<file path="src/rtl/packing_pkg.sv">
// Shared types and defaults for the length-packing controller.
package packing_pkg;

  localparam int PACK_OUT_WIDTH = 128;
  localparam int PACK_MAX_LEN   = 64;

  typedef logic [7:0] fill_cnt_t;

  typedef enum logic [2:0] {
    ST_IDLE   = 3'd0,
    ST_ACCEPT = 3'd1,
    ST_EMIT   = 3'd2,
    ST_PAD    = 3'd3,
    ST_FINAL  = 3'd4
  } pack_state_e;

endpackage

</file>
<file path="src/rtl/pack_stats_cnt.sv">
// Saturating word and bit counters for the packing controller statistics.
module pack_stats_cnt (
  input  logic        i_clk,
  input  logic        i_reset,
  input  logic        word_inc,
  input  logic        bit_inc,
  input  logic [6:0]  bit_len,
  output logic [31:0] o_word_count,
  output logic [31:0] o_bit_count
);

  logic [32:0] bit_sum;

  assign bit_sum = {1'b0, o_bit_count} + {26'd0, bit_len};

  always_ff @(posedge i_clk or negedge i_reset) begin
    if (!i_reset) begin
      o_word_count <= '0;
      o_bit_count  <= '0;
    end else begin
      if (word_inc && (o_word_count != '1))
        o_word_count <= o_word_count + 32'd1;
      if (bit_inc)
        o_bit_count <= bit_sum[32] ? '1 : bit_sum[31:0];
    end
  end

endmodule

</file>
<file path="src/rtl/packing_ctrl.sv">
// Length-packing sequencer: fill accumulator, word emit handshake and end-of-stream pad/flush.
// Optional statistics counters are built when PACK_STATS_EN is defined.
//
// state  | meaning
// IDLE   | no stream in progress, waiting for the first code
// ACCEPT | taking one code length per cycle into the packing register
// EMIT   | full word pending, upstream held off until the consumer takes it
// PAD    | pad the partial last word up to OUT_WIDTH
// FINAL  | last word handed off, pulse finish and return to IDLE
module packing_ctrl
  import packing_pkg::*;
#(
  parameter int OUT_WIDTH = PACK_OUT_WIDTH,
  parameter int MAX_LEN   = PACK_MAX_LEN
) (
  input  logic       i_clk,
  input  logic       i_reset,
  input  logic       i_valid,
  output logic       o_ready,
  input  logic [6:0] i_total_length,
  input  logic       i_finish,
  output logic       o_store_flag,
  output logic [7:0] o_shift_amount,
  output logic       o_push_flag,
  output logic       o_output_flag,
  output logic       o_stop_flag,
  output logic       o_fill_flag,
  output logic       o_fill_ctrl,
  output logic       o_out_valid,
  input  logic       i_out_ready,
  output logic       o_finish_final,
  output fill_cnt_t  o_fill_count
`ifdef PACK_STATS_EN
  ,
  output logic [31:0] o_word_count,
  output logic [31:0] o_bit_count
`endif
);

  localparam logic [8:0] OUT_W9 = 9'(OUT_WIDTH);

  pack_state_e state, state_nxt;
  fill_cnt_t   c_nxt;
  logic        fin_pend;
  logic        fin_now;
  logic        accept;
  logic        len_nz;
  logic [8:0]  sum;
  logic        push;
  logic        boundary;
  logic        spill;

  assign accept  = i_valid && o_ready;
  assign len_nz  = (i_total_length != 7'd0);
  assign fin_now = fin_pend || i_finish;
  assign sum     = {1'b0, o_fill_count} + {2'b00, i_total_length};

  always_comb begin
    state_nxt = state;
    c_nxt     = o_fill_count;
    push      = 1'b0;
    boundary  = 1'b0;
    spill     = 1'b0;
    case (state)
      ST_IDLE, ST_ACCEPT: begin
        if (accept) begin
          state_nxt = ST_ACCEPT;
          if (len_nz) begin
            if (sum < OUT_W9) begin
              c_nxt = sum[7:0];
              push  = 1'b1;
            end else begin
              c_nxt     = fill_cnt_t'(sum - OUT_W9);
              boundary  = 1'b1;
              spill     = (sum != OUT_W9);
              state_nxt = ST_EMIT;
            end
          end
        end
        // A boundary crossing always emits first; the pad decision waits for the handshake.
        if (!boundary && fin_now)
          state_nxt = (c_nxt != '0) ? ST_PAD : ST_FINAL;
      end
      ST_EMIT: begin
        if (i_out_ready) begin
          if (fin_now) state_nxt = (o_fill_count != '0) ? ST_PAD : ST_FINAL;
          else         state_nxt = ST_ACCEPT;
        end
      end
      ST_PAD: begin
        state_nxt = ST_EMIT;
        c_nxt     = '0;
      end
      ST_FINAL: state_nxt = ST_IDLE;
      default:  state_nxt = ST_IDLE;
    endcase
  end

  always_ff @(posedge i_clk or negedge i_reset) begin
    if (!i_reset) begin
      state          <= ST_IDLE;
      fin_pend       <= 1'b0;
      o_fill_count   <= '0;
      o_ready        <= 1'b0;
      o_store_flag   <= 1'b0;
      o_shift_amount <= '0;
      o_push_flag    <= 1'b0;
      o_output_flag  <= 1'b0;
      o_stop_flag    <= 1'b0;
      o_fill_flag    <= 1'b0;
      o_fill_ctrl    <= 1'b0;
      o_out_valid    <= 1'b0;
      o_finish_final <= 1'b0;
    end else begin
      state          <= state_nxt;
      o_fill_count   <= c_nxt;
      fin_pend       <= (state == ST_FINAL) ? 1'b0 : fin_now;
      o_ready        <= (state_nxt == ST_IDLE) || (state_nxt == ST_ACCEPT);
      o_store_flag   <= accept;
      o_push_flag    <= push;
      o_stop_flag    <= spill;
      o_output_flag  <= boundary || (state == ST_PAD);
      o_fill_ctrl    <= (state == ST_PAD);
      o_fill_flag    <= (state == ST_PAD) || ((state == ST_EMIT) && o_fill_flag && !i_out_ready);
      o_out_valid    <= (state_nxt == ST_EMIT);
      o_finish_final <= (state_nxt == ST_FINAL);
      if (accept || (state == ST_PAD))
        o_shift_amount <= o_fill_count;
    end
  end

`ifdef PACK_STATS_EN
  pack_stats_cnt u_stats (
    .i_clk        (i_clk),
    .i_reset      (i_reset),
    .word_inc     ((state == ST_EMIT) && i_out_ready),
    .bit_inc      (accept),
    .bit_len      (i_total_length),
    .o_word_count (o_word_count),
    .o_bit_count  (o_bit_count)
  );
`endif

  a_len_legal: assert property (@(posedge i_clk) disable iff (!i_reset)
    accept |-> (int'(i_total_length) <= MAX_LEN));

endmodule

</file>
<file path="config.mk">
export PLATFORM = sky130hd
export DESIGN_NAME = packing_ctrl
export DESIGN_NICKNAME = d
export VERILOG_FILES = /design/src/rtl/packing_pkg.sv /design/src/rtl/pack_stats_cnt.sv /design/src/rtl/packing_ctrl.sv
export SDC_FILE = /design/constraint.sdc
export NUM_CORES = 1
export LEC_CHECK = 0
export CAP_MARGIN = 20
export CORE_AREA = 8 8 74 76
export DETAILED_ROUTE_END_ITERATION = 8
export DIE_AREA = 0 0 82 84
export DONT_BUFFER_PORTS = 1
export GPL_TIMING_DRIVEN = 0
export SYNTH_ARGS = -nofsm -noshare
export SYNTH_HDL_FRONTEND = slang
export SYNTH_HIERARCHICAL = 1
export SYNTH_SLANG_ARGS = --single-unit
</file>
<file path="constraint.sdc">
create_clock -name i_clk -period 3.2 [get_ports i_clk]
set_input_delay 0.64 -clock i_clk [delete_from_list [all_inputs] [get_ports i_clk]]
set_output_delay 0.64 -clock i_clk [all_outputs]
set_load 0.02 [all_outputs]
</file>
# Word level (Yosys, flattened, before mapping)
# Index checks and enable logic that the tools add are counted.
dict set report op_classes {
  addsub 2
  mul 0
  div 0
  n_lt_le_gt_ge 1
  n_eq_ne 8
  shifts 0
  n_mux 28
  bitwise_logic 0
  n_reduce_logical 18
}
# cell n
set ops {}
lappend ops {{8-bit two-way mux} 4}
lappend ops {{3-bit two-way mux} 6}
lappend ops {{8-bit case mux with 2 select lines} 1}
lappend ops {{8-bit nonzero test} 2}
lappend ops {{1-bit two-way mux} 14}
lappend ops {{8-bit by 7-bit adder with 9-bit output} 1}
lappend ops {{3-bit by 2-bit equality test with 1-bit output (second input constant)} 3}
lappend ops {{9-bit by 8-bit < comparator with 1-bit output (second input constant)} 1}
lappend ops {{9-bit by 8-bit != test with 1-bit output (second input constant)} 1}
lappend ops {{3-bit case mux with 3 select lines} 1}
lappend ops {{8-bit subtractor (second input constant)} 1}
lappend ops {{7-bit nonzero test} 1}
lappend ops {{3-bit by 1-bit equality test with 1-bit output (second input constant)} 2}
lappend ops {{3-bit equality test (second input constant)} 2}
lappend ops {{3-bit logical NOT} 2}
lappend ops {{1-bit logical OR} 5}
lappend ops {{1-bit logical AND} 4}
lappend ops {{2-bit two-way mux} 2}
lappend ops {{1-bit logical NOT} 2}
lappend ops {{2-bit nonzero test} 1}
lappend ops {{2-bit OR reduction} 1}
dict set report word_totals {
  reg_bits 29
  latch_bits 0
  mem_bits_rw 0
  romBits 0
  in_bits 12
  out_inout_bits 25
  wordCells 70
  n_memories 0
}

# Depth between registers and ports, before layout
# Gate-level depths: netlist of the first run.
dict set report logic_depth {
  depth_word 12
  mapped_depth 9
  mapped_depth_nobuf 9
}

# Worst setup path after synthesis of the first run
# No wires, ideal clock.
dict set report synth_path {
  kind {input -> register}
  from {input i_total_length[0]}
  to {register o_out_valid}
  setup_ns 0.116
  t_arrival_ns 2.693
  required_ns 3.084
  setup_slack_ns 0.391
  cell_stages 9
  n_path_buf 0
  cell_sequence {ha_1 > fa_1 > a211o_1 > a2111oi_4 > or2_1 > a31o_2 > o21ai_0 > a32o_2 > nor2b_4}
}
dict set report synth_via {
  elab_chain_len 11
  elab_cells_between_ends 22
}
# item line_no
set synth_rtl {}
lappend synth_rtl {{start, declared} packing_ctrl.sv:20} ;# input logic [6:0] i_total_length,
lappend synth_rtl {{8-bit by 7-bit adder with 9-bit output} packing_ctrl.sv:56} ;# assign sum = {1'b0, o_fill_count} + {2'b00, i_total_length};
lappend synth_rtl {{8-bit subtractor / 9-bit by 8-bit < comparator with 1-bit output (equally long branches)} {packing_ctrl.sv:73, packing_ctrl.sv:69}}
lappend synth_rtl {{8-bit two-way mux / 1-bit two-way mux (equally long branches)} packing_ctrl.sv:69} ;# if (sum < OUT_W9) begin
lappend synth_rtl {{8-bit two-way mux / 1-bit two-way mux (equally long branches)} packing_ctrl.sv:68} ;# if (len_nz) begin
lappend synth_rtl {{8-bit two-way mux / 1-bit two-way mux (equally long branches)} packing_ctrl.sv:66} ;# if (accept) begin
lappend synth_rtl {{8-bit two-way mux / 1-bit two-way mux (equally long branches)} packing_ctrl.sv:64} ;# case (state)
lappend synth_rtl {{8-bit nonzero test / 1-bit logical NOT (equally long branches)} {packing_ctrl.sv:82, packing_ctrl.sv:81}}
lappend synth_rtl {{3-bit two-way mux / 1-bit logical AND (equally long branches)} {packing_ctrl.sv:82, packing_ctrl.sv:81}}
lappend synth_rtl {{3-bit two-way mux *} packing_ctrl.sv:81} ;# if (!boundary && fin_now)
lappend synth_rtl {{3-bit case mux with 3 select lines *} packing_ctrl.sv:64}
lappend synth_rtl {{named net state_nxt[1]} packing_ctrl.sv:42} ;# pack_state_e state, state_nxt;
lappend synth_rtl {{3-bit by 2-bit equality test with 1-bit output *} packing_ctrl.sv:125} ;# o_out_valid <= (state_nxt == ST_EMIT);
lappend synth_rtl {{end signal, assigned} packing_ctrl.sv:125}
lappend synth_rtl {{end, declared} packing_ctrl.sv:29} ;# output logic o_out_valid,
# The timed path passes the listed nets; every way through them passes the cells marked *. The select of a mux whose other input is x is not followed.
# A chain may end at the register's enable or synchronous reset.

# Final worst setup path of the first run
dict set report layout_path {
  from {register o_fill_count[0]}
  to {register o_out_valid}
}
dict set report layout_via {
  elab_chain_len 11
  elab_cells_between_ends 25
}
# item line_no
set layout_rtl {}
lappend layout_rtl {{start, declared} packing_ctrl.sv:32} ;# output fill_cnt_t o_fill_count
lappend layout_rtl {{start signal, assigned} packing_ctrl.sv:116} ;# o_fill_count <= c_nxt;
lappend layout_rtl {{8-bit by 7-bit adder with 9-bit output} packing_ctrl.sv:56}
lappend layout_rtl {{8-bit subtractor / 9-bit by 8-bit < comparator with 1-bit output (equally long branches)} {packing_ctrl.sv:73, packing_ctrl.sv:69}}
lappend layout_rtl {{8-bit two-way mux / 1-bit two-way mux (equally long branches)} packing_ctrl.sv:69}
lappend layout_rtl {{8-bit two-way mux / 1-bit two-way mux (equally long branches)} packing_ctrl.sv:68}
lappend layout_rtl {{8-bit two-way mux / 1-bit two-way mux (equally long branches)} packing_ctrl.sv:66}
lappend layout_rtl {{8-bit two-way mux / 1-bit two-way mux (equally long branches)} packing_ctrl.sv:64}
lappend layout_rtl {{8-bit nonzero test / 1-bit logical NOT (equally long branches)} {packing_ctrl.sv:82, packing_ctrl.sv:81}}
lappend layout_rtl {{3-bit two-way mux / 1-bit logical AND (equally long branches)} {packing_ctrl.sv:82, packing_ctrl.sv:81}}
lappend layout_rtl {{3-bit two-way mux} packing_ctrl.sv:81}
lappend layout_rtl {{3-bit case mux with 3 select lines *} packing_ctrl.sv:64}
lappend layout_rtl {{named net state_nxt[1]} packing_ctrl.sv:42}
lappend layout_rtl {{3-bit by 2-bit equality test with 1-bit output *} packing_ctrl.sv:125}
# Marks and branches as above.

==> results by group, run 1 <==
Outcome
  – Status: finished, final reports clean

Critical path
  – Critical path type: reg -> reg
  – Crit path launch: o_fill_count[0]
  – Worst Reg2Reg Path Length in Cells: 9
  – Reg-to-Reg Start: o_fill_count[0]
  – Maximum fanout along the worst path: 5
  – Worst setup EP type: flop
  – R2R Path End: o_out_valid
  – Required time of the critical path: 3.41 ns
  – R2R Setup Slk: 0.26 ns
  – Worst Path Arrival: 3.14 ns
  – Crit path launch type: flop

Synth
  – Net Count, Synth: 179
  – Post-Syn Area: 1660 um^2
  – Post-synth top flop: dfrtp_1
  – Average size of a mapped cell: 10.5 um^2
  – Mapped Cells: 159
  – YS warnings: 6
  – FFs w/ async S/R, synth: 1.00
  – Post-synth EDFFs: 0
  – Register area share after synthesis: 0.436
  – Post-synth cell types: 47
  – Synth Register Bits: 29

Timing
  – Post-Route Setup TNS: 0 ns
  – Rel. slew slack: 0.637
  – Final Slew Violations: 0
  – Worst Tran Pin Value: 0.537 ns
  – Worst Skew: 0.00434 ns
  – F_max: 0.340 GHz
  – RSZ-0062 raised after global routing: no
  – Final hold violation count: 0
  – Fin crit period: 2.94 ns
  – Setup violations, final: 0
  – Final worst setup slack: 0.263 ns
  – Crit share post-route: 0.918

Power and ir drop
  – Max VDD drop: 384 uV
  – P_leak: 0.828 nW
  – Total power: 1.86 mW
  – Cell Pwr Density: 1030 nW/um^2

Placement
  – Port-buffer cells: 0
  – Post-DP HPWL: 3060 um
  – GPL Wtd Cong: 0.860
  – Worst slack at placement: 0.181 ns

Detailed routing
  – Drt first pass iters: 4
  – Initial detailed-routing violation count: 45
  – Vias: 1267
  – Routed Antenna Nets: 0
  – Routed wire length: 3940 um
  – DR WL/cell: 18.0 um
  – Post-route DRC violation count: 0
  – Vias per cell: 5.79

Die
  – Core footprint: 4260 um^2
  – Die Area: 6890 um^2
  – Initial Utilization: 0.390
  – Die width: 82 um
  – Die height: 84 um
  – Row count: 24
  – I/O Pins: 37

Final layout
  – Ant diodes: 0
  – Register area: 726 um^2
  – Commonest cells after routing, fill and taps aside: 29 x dfrtp_1, 12 x nand3_1, 12 x nor2_1
  – Filler instances: 422
  – Nets: 186
  – Most common cell after layout, fill and taps aside: dfrtp_1
  – Footprint of the multi-input gates: 888 um^2
  – Synthesis-to-layout area growth: 8.88%
  – Layout cells sized above 1: 0.204

Flow run
  – Max_cap viols: 0

Clock tree
  – Clk buf depth: 2
  – # resized after CTS: 0
  – Total CTS buffers: 5
  – CTS tree: yes
  – Cts hold-fix bufs: 0
  – Skew-Pair Late Insertion Delay: 0.27 ns
  – Clock root cell: clkbuf_8
  – CTS HTree Levels: 2
  – Clock transition at path regs: 0.06 ns
  – # Post-CTS Setup Buffers: 0
  – Clock sinks: 29

Global routing
  – Initial antenna violation count: 0
  – Largest net degree at the start of global routing: 30
  – Number of global-route vias before repair: 1323
  – First-pass GRT wire length: 6760 um
  – Total Routing Usage GR: 0.122
  – GRT overflow: 0

Hold path
  – Worst min-delay path category: in -> async
state kept, by name (all words and copies together), names as in the netlist:
name / count
o_fill_count: 8
o_finish_final: 1
o_output_flag: 1
o_stop_flag: 1
o_fill_ctrl: 1
o_fill_flag: 1
fin_pend: 1
o_store_flag: 1
o_out_valid: 1
o_push_flag: 1
o_shift_amount: 8
state: 3
o_ready: 1
power breakdown:
part,total [mW],internal [mW],leakage [nW],switching [mW]
clock,0.282,0.150,0.0450,0.132
combinational,0.823,0.369,0.403,0.454
sequential,0.754,0.495,0.380,0.259
total,1.86,1.01,0.828,0.845
how the worst max path moves through the flow:
stage	end	slack, ns	cells after the start
2_1_floorplan	o_out_valid	0.39	9
3_3_place_gp	o_out_valid	0.19	9
3_5_place_dp	o_out_valid	0.18	9
4_1_cts	o_out_valid	0.25	9
5_1_grt	o_out_valid	0.06	9
6_report	o_out_valid	0.26	9
layer usage:
metal,vias up,GRT usage,routed length [um]
met5,-,0,0
met2,35,0.207,2020
met1,629,0.136,1550
met3,4,0.0506,310
li1,599,-,-
met4,0,0.0240,61
metrics by stage:
step | cells | utilization | cell area [um^2] | hold slack (ns)
after floorplan | 159 | - | 1660 | 0.344
final | 219 | 0.425 | 1810 | 0.0612
after CTS | 219 | 0.425 | 1810 | 0.0507
after detailed placement | 211 | 0.405 | 1730 | 0.345
after global routing | 219 | 0.425 | 1810 | 0.0427
after global placement | 211 | 0.405 | 1730 | 0.345
worst max-delay path: stages, from the launching register on:
cell	delay [ns]
dfrtp_1	0.50
ha_1	0.29
fa_1	0.42
a211o_1	0.35
and2_1	0.20
o311ai_1	0.51
o41ai_2	0.19
nand3_2	0.10
a32o_2	0.18
nor2b_4	0.13
synthesized netlist by cell type (2+ instances only):
cell / n / area share
dfrtp_1: 29 / 0.44
nand3_1: 12 / 0.036
nor2_1: 12 / 0.027
o21ai_0: 9 / 0.027
mux2_2: 8 / 0.054
a21oi_1: 7 / 0.021
ha_1: 7 / 0.053
inv_1: 5 / 0.011
nand2_1: 5 / 0.011
nor2b_1: 5 / 0.019
nor3_1: 5 / 0.015
a211oi_1: 3 / 0.014
and2_1: 3 / 0.011
buf_2: 3 / 0.0090
nand2b_1: 3 / 0.011
nand4_1: 3 / 0.011
o21a_1: 3 / 0.014
or2_2: 3 / 0.011
a21o_1: 2 / 0.0090
a31o_2: 2 / 0.011
clkbuf_1: 2 / 0.0045
o31ai_1: 2 / 0.0090
or2_1: 2 / 0.0075
area by class of cell:
cell class,count,share of cell area
Buffer,6,0.0166
Clock inverter,2,0.00553
Sequential cell,29,0.401
Clock buffer,6,0.0401
Inverter,5,0.0104
Tap cell,52,0.0359
Multi-Input combinational cell,119,0.491
logic make-up after synthesis:
| logic type | synth area share |
|---|---|
| compound gates | 0.203 |
| xor+xnor | 0.00527 |
| fa+ha+maj | 0.0647 |
| buf+inv | 0.0293 |
| flops | 0.436 |
| mux | 0.0670 |
| simple gates | 0.194 |
No activity file was read; power rests on OpenSTA's default activity.
==> inputs of run 2 (changes only) <==
--- a/config.mk
+++ b/config.mk
@@ -11,6 +11,7 @@
 export DIE_AREA = 0 0 82 84
 export DONT_BUFFER_PORTS = 1
 export GPL_TIMING_DRIVEN = 0
+export SKIP_CTS_REPAIR_TIMING = 1
 export SYNTH_ARGS = -nofsm -noshare
 export SYNTH_HDL_FRONTEND = slang
 export SYNTH_HIERARCHICAL = 1
==> results of run 2 <==
Final layout, timing and power as in run 1 (identical DEF).
==> inputs of run 3 (changes only) <==
--- a/config.mk
+++ b/config.mk
@@ -7,6 +7,7 @@
 export LEC_CHECK = 0
 export CAP_MARGIN = 20
 export CORE_AREA = 8 8 74 76
+export CTS_CLUSTER_SIZE = 24
 export DETAILED_ROUTE_END_ITERATION = 8
 export DIE_AREA = 0 0 82 84
 export DONT_BUFFER_PORTS = 1
==> constraint.sdc (replaced) <==
create_clock -name i_clk -period 3 [get_ports i_clk]
set_input_delay 0.6 -clock i_clk [delete_from_list [all_inputs] [get_ports i_clk]]
set_output_delay 0.6 -clock i_clk [all_outputs]
set_load 0.02 [all_outputs]
==> results by group, run 3 (synthesized netlist as in run 1, its figures left out) <==
Detailed routing
  – Drt first pass iters: 4 (unchanged)
  – Vias per cell: 5.80 (+0.24%)
  – Vias: 1270 (+0.24%)
  – DR WL/cell: 18.2 um (+1.4%)
  – Routed wire length: 3990 um (+1.4%)
  – Initial detailed-routing violation count: 67 (+49%)
  – Routed Antenna Nets: 0 (unchanged)
  – Post-route DRC violation count: 0 (unchanged)

Clock tree
  – Clock root cell: clkbuf_8
  – Clock sinks: 29 (unchanged)
  – Clock transition at path regs: 0.06 ns (about the same)
  – Skew-Pair Late Insertion Delay: 0.27 ns (about the same)
  – CTS HTree Levels: 2 (unchanged)
  – Clk buf depth: 2 (unchanged)
  – CTS tree: yes
  – Total CTS buffers: 5 (unchanged)

Die
  – I/O Pins: 37 (unchanged)
  – Die height: 84 um (unchanged)
  – Row count: 24 (unchanged)
  – Initial Utilization: 0.390 (unchanged)
  – Die width: 82 um (unchanged)
  – Core footprint: 4260 um^2 (unchanged)
  – Die Area: 6890 um^2 (unchanged)

Final layout
  – Nets: 186 (unchanged)
  – Commonest cells after routing, fill and taps aside: 28 x dfrtp_1, 12 x nand3_1, 12 x nor2_1
  – Most common cell after layout, fill and taps aside: dfrtp_1
  – Layout cells sized above 1: 0.240 (+0.0359)
  – Synthesis-to-layout area growth: 10.5%
  – Ant diodes: 0 (unchanged)
  – Top flop regs: o_fill_count: 8 flops, o_shift_amount: 8 flops, state: 3 flops

Global routing
  – GRT overflow: 0 (unchanged)
  – Largest net degree at the start of global routing: 30 (unchanged)
  – Initial antenna violation count: 0 (unchanged)
  – Number of global-route vias before repair: 1323 (unchanged)
  – Total Routing Usage GR: 0.122 (unchanged)
  – First-pass GRT wire length: 6760 um (unchanged)

Power and ir drop
  – Sequential power share: 0.400 (-0.006)
  – Logic pwr share: 0.450 (+0.007)
  – Net Switching: 915 uW (+8.3%)
  – Cell Int Power: 1.10 mW (+8.6%)
  – Switching share of total power: 0.454 (-0.000489)
  – Clk network pwr share: 0.149 (-0.003)
  – Cell Pwr Density: 1100 nW/um^2 (+6.9%)
  – P_leak: 0.825 nW (-0.40%)
  – Max VDD drop: 409 uV (+6.6%)

Critical path
  – CP top delay family: compound AO/OA/AOI/OAI gates
  – Critical path type: reg -> reg
  – Worst Path Arrival: 2.98 ns (-0.16 ns)
  – CP bufs+invs: 0 (unchanged)
  – Slowest CP cell: dfrtp_2
  – Required time of the critical path: 3.16 ns (-0.25 ns)
  – Worst setup EP type: flop
  – Maximum fanout along the worst path: 5 (unchanged)
  – Crit path launch type: flop
  – Worst-path cell chain: ha_2 > fa_2 > a211o_4 > a21oi_2 > o221ai_1 > o41ai_2 > nand3_2 > a32o_2 > nor2b_4
  – Worst Reg2Reg Path Length in Cells: 9 (unchanged)
  – Worst stage delay on the critical path: 0.48 ns (-0.03 ns)
  – CP Depth: 9 (unchanged)

Placement
  – Post-DP HPWL: 3060 um (unchanged)
  – Worst slack at placement: 0.0205 ns (-0.160 ns)
  – GPL Wtd Cong: 0.860 (unchanged)
  – Port-buffer cells: 0 (unchanged)

Timing
  – Final hold violation count: 0 (unchanged)
  – Worst Skew: 0.00439 ns (+0.0000475 ns)
  – Post-Route Setup TNS: 0 ns (unchanged)
  – Worst Tran Pin Value: 0.455 ns (-0.0817 ns)
  – Setup violations, final: 0 (unchanged)
  – Fin crit period: 2.82 ns (-0.116 ns)
  – Final hold slack: 0.0209 ns (-0.0403 ns)
  – Final Slew Violations: 0 (unchanged)
  – Crit share post-route: 0.940 (+0.0224)
  – F_max: 0.355 GHz (+4.1%)
  – Rel. slew slack: 0.694 (+0.0574)
  – Final worst setup slack: 0.179 ns (-0.0837 ns)
  – RSZ-0062 raised after global routing: no

Flow run
  – Max_cap viols: 0 (unchanged)

Outcome
  – Status: finished, final reports clean

Hold path
  – Worst min-delay path category: in -> async
-- run 3: cell types whose count changed in the layout (fill, tap and decap cells not counted) --
cell and change:
a211o_4 +1, a21oi_2 +1, a211o_1 -1, ha_2 +1, a21oi_1 -1, dfrtp_2 +1, fa_1 -1, ha_1 -1
dfrtp_1 -1, fa_2 +1, o311ai_2 +1, o311ai_1 -1
-- run 3: area by class of cell --
| class | instances | area [um^2] |
|---|---|---|
| well taps | 52 | 65.1 |
| plain buffers | 6 | 30.0 |
| multi-input cells | 119 | 913 |
| clock buffers | 6 | 72.6 |
| inverters | 5 | 18.8 |
| flip-flops and latches | 29 | 727 |
| fillers | 424 | 2430 |
| clock inverters | 2 | 10.0 |
-- run 3: power by group through the flow --
stage                     clock network [mW]  logic, mW  registers (mW)
after floorplan                            0      0.725           0.760
after CTS                              0.310      0.879           0.812
after detailed placement                   0      0.875           0.818
final                                  0.301      0.908           0.807
after global placement                     0      0.847           0.816
after global routing                   0.330       1.02           0.833
-- run 3: through the flow --
stage,cell area [um^2],power [mW],utilization,std cells
global route,1840,2.18,0.431,219
detailed placement,1730,1.69,0.405,211
CTS,1810,2.00,0.425,219
floorplan,1660,1.48,-,159
finish,1840,2.02,0.431,219
global placement,1730,1.66,0.405,211
-- run 3: path summary, 6_finish.rpt --
| kind | startpoint | to | slack, ns |
|---|---|---|---|
| min in group i_clk | state[2] | o_finish_final | 0.52 |
| hold / removal | i_reset | fin_pend | 0.02 |
| setup / recovery | o_fill_count[0] | o_out_valid | 0.18 |
| max in group asynchronous | i_reset | o_fill_count[0] | 2.90 |
| setup reg to reg | o_fill_count[0] | o_out_valid | 0.18 |
| hold reg to reg | state[2] | o_finish_final | 0.52 |
-- run 3: layer usage --
| layer | vias to the layer above | part of all wire | track usage |
|---|---|---|---|
| met1 | 635 | 0.39 | 0.136 |
| met4 | 0 | 0.015 | 0.0240 |
| met5 | - | 0 | 0 |
| met2 | 34 | 0.52 | 0.207 |
| met3 | 4 | 0.079 | 0.0506 |
| li1 | 597 | - | - |
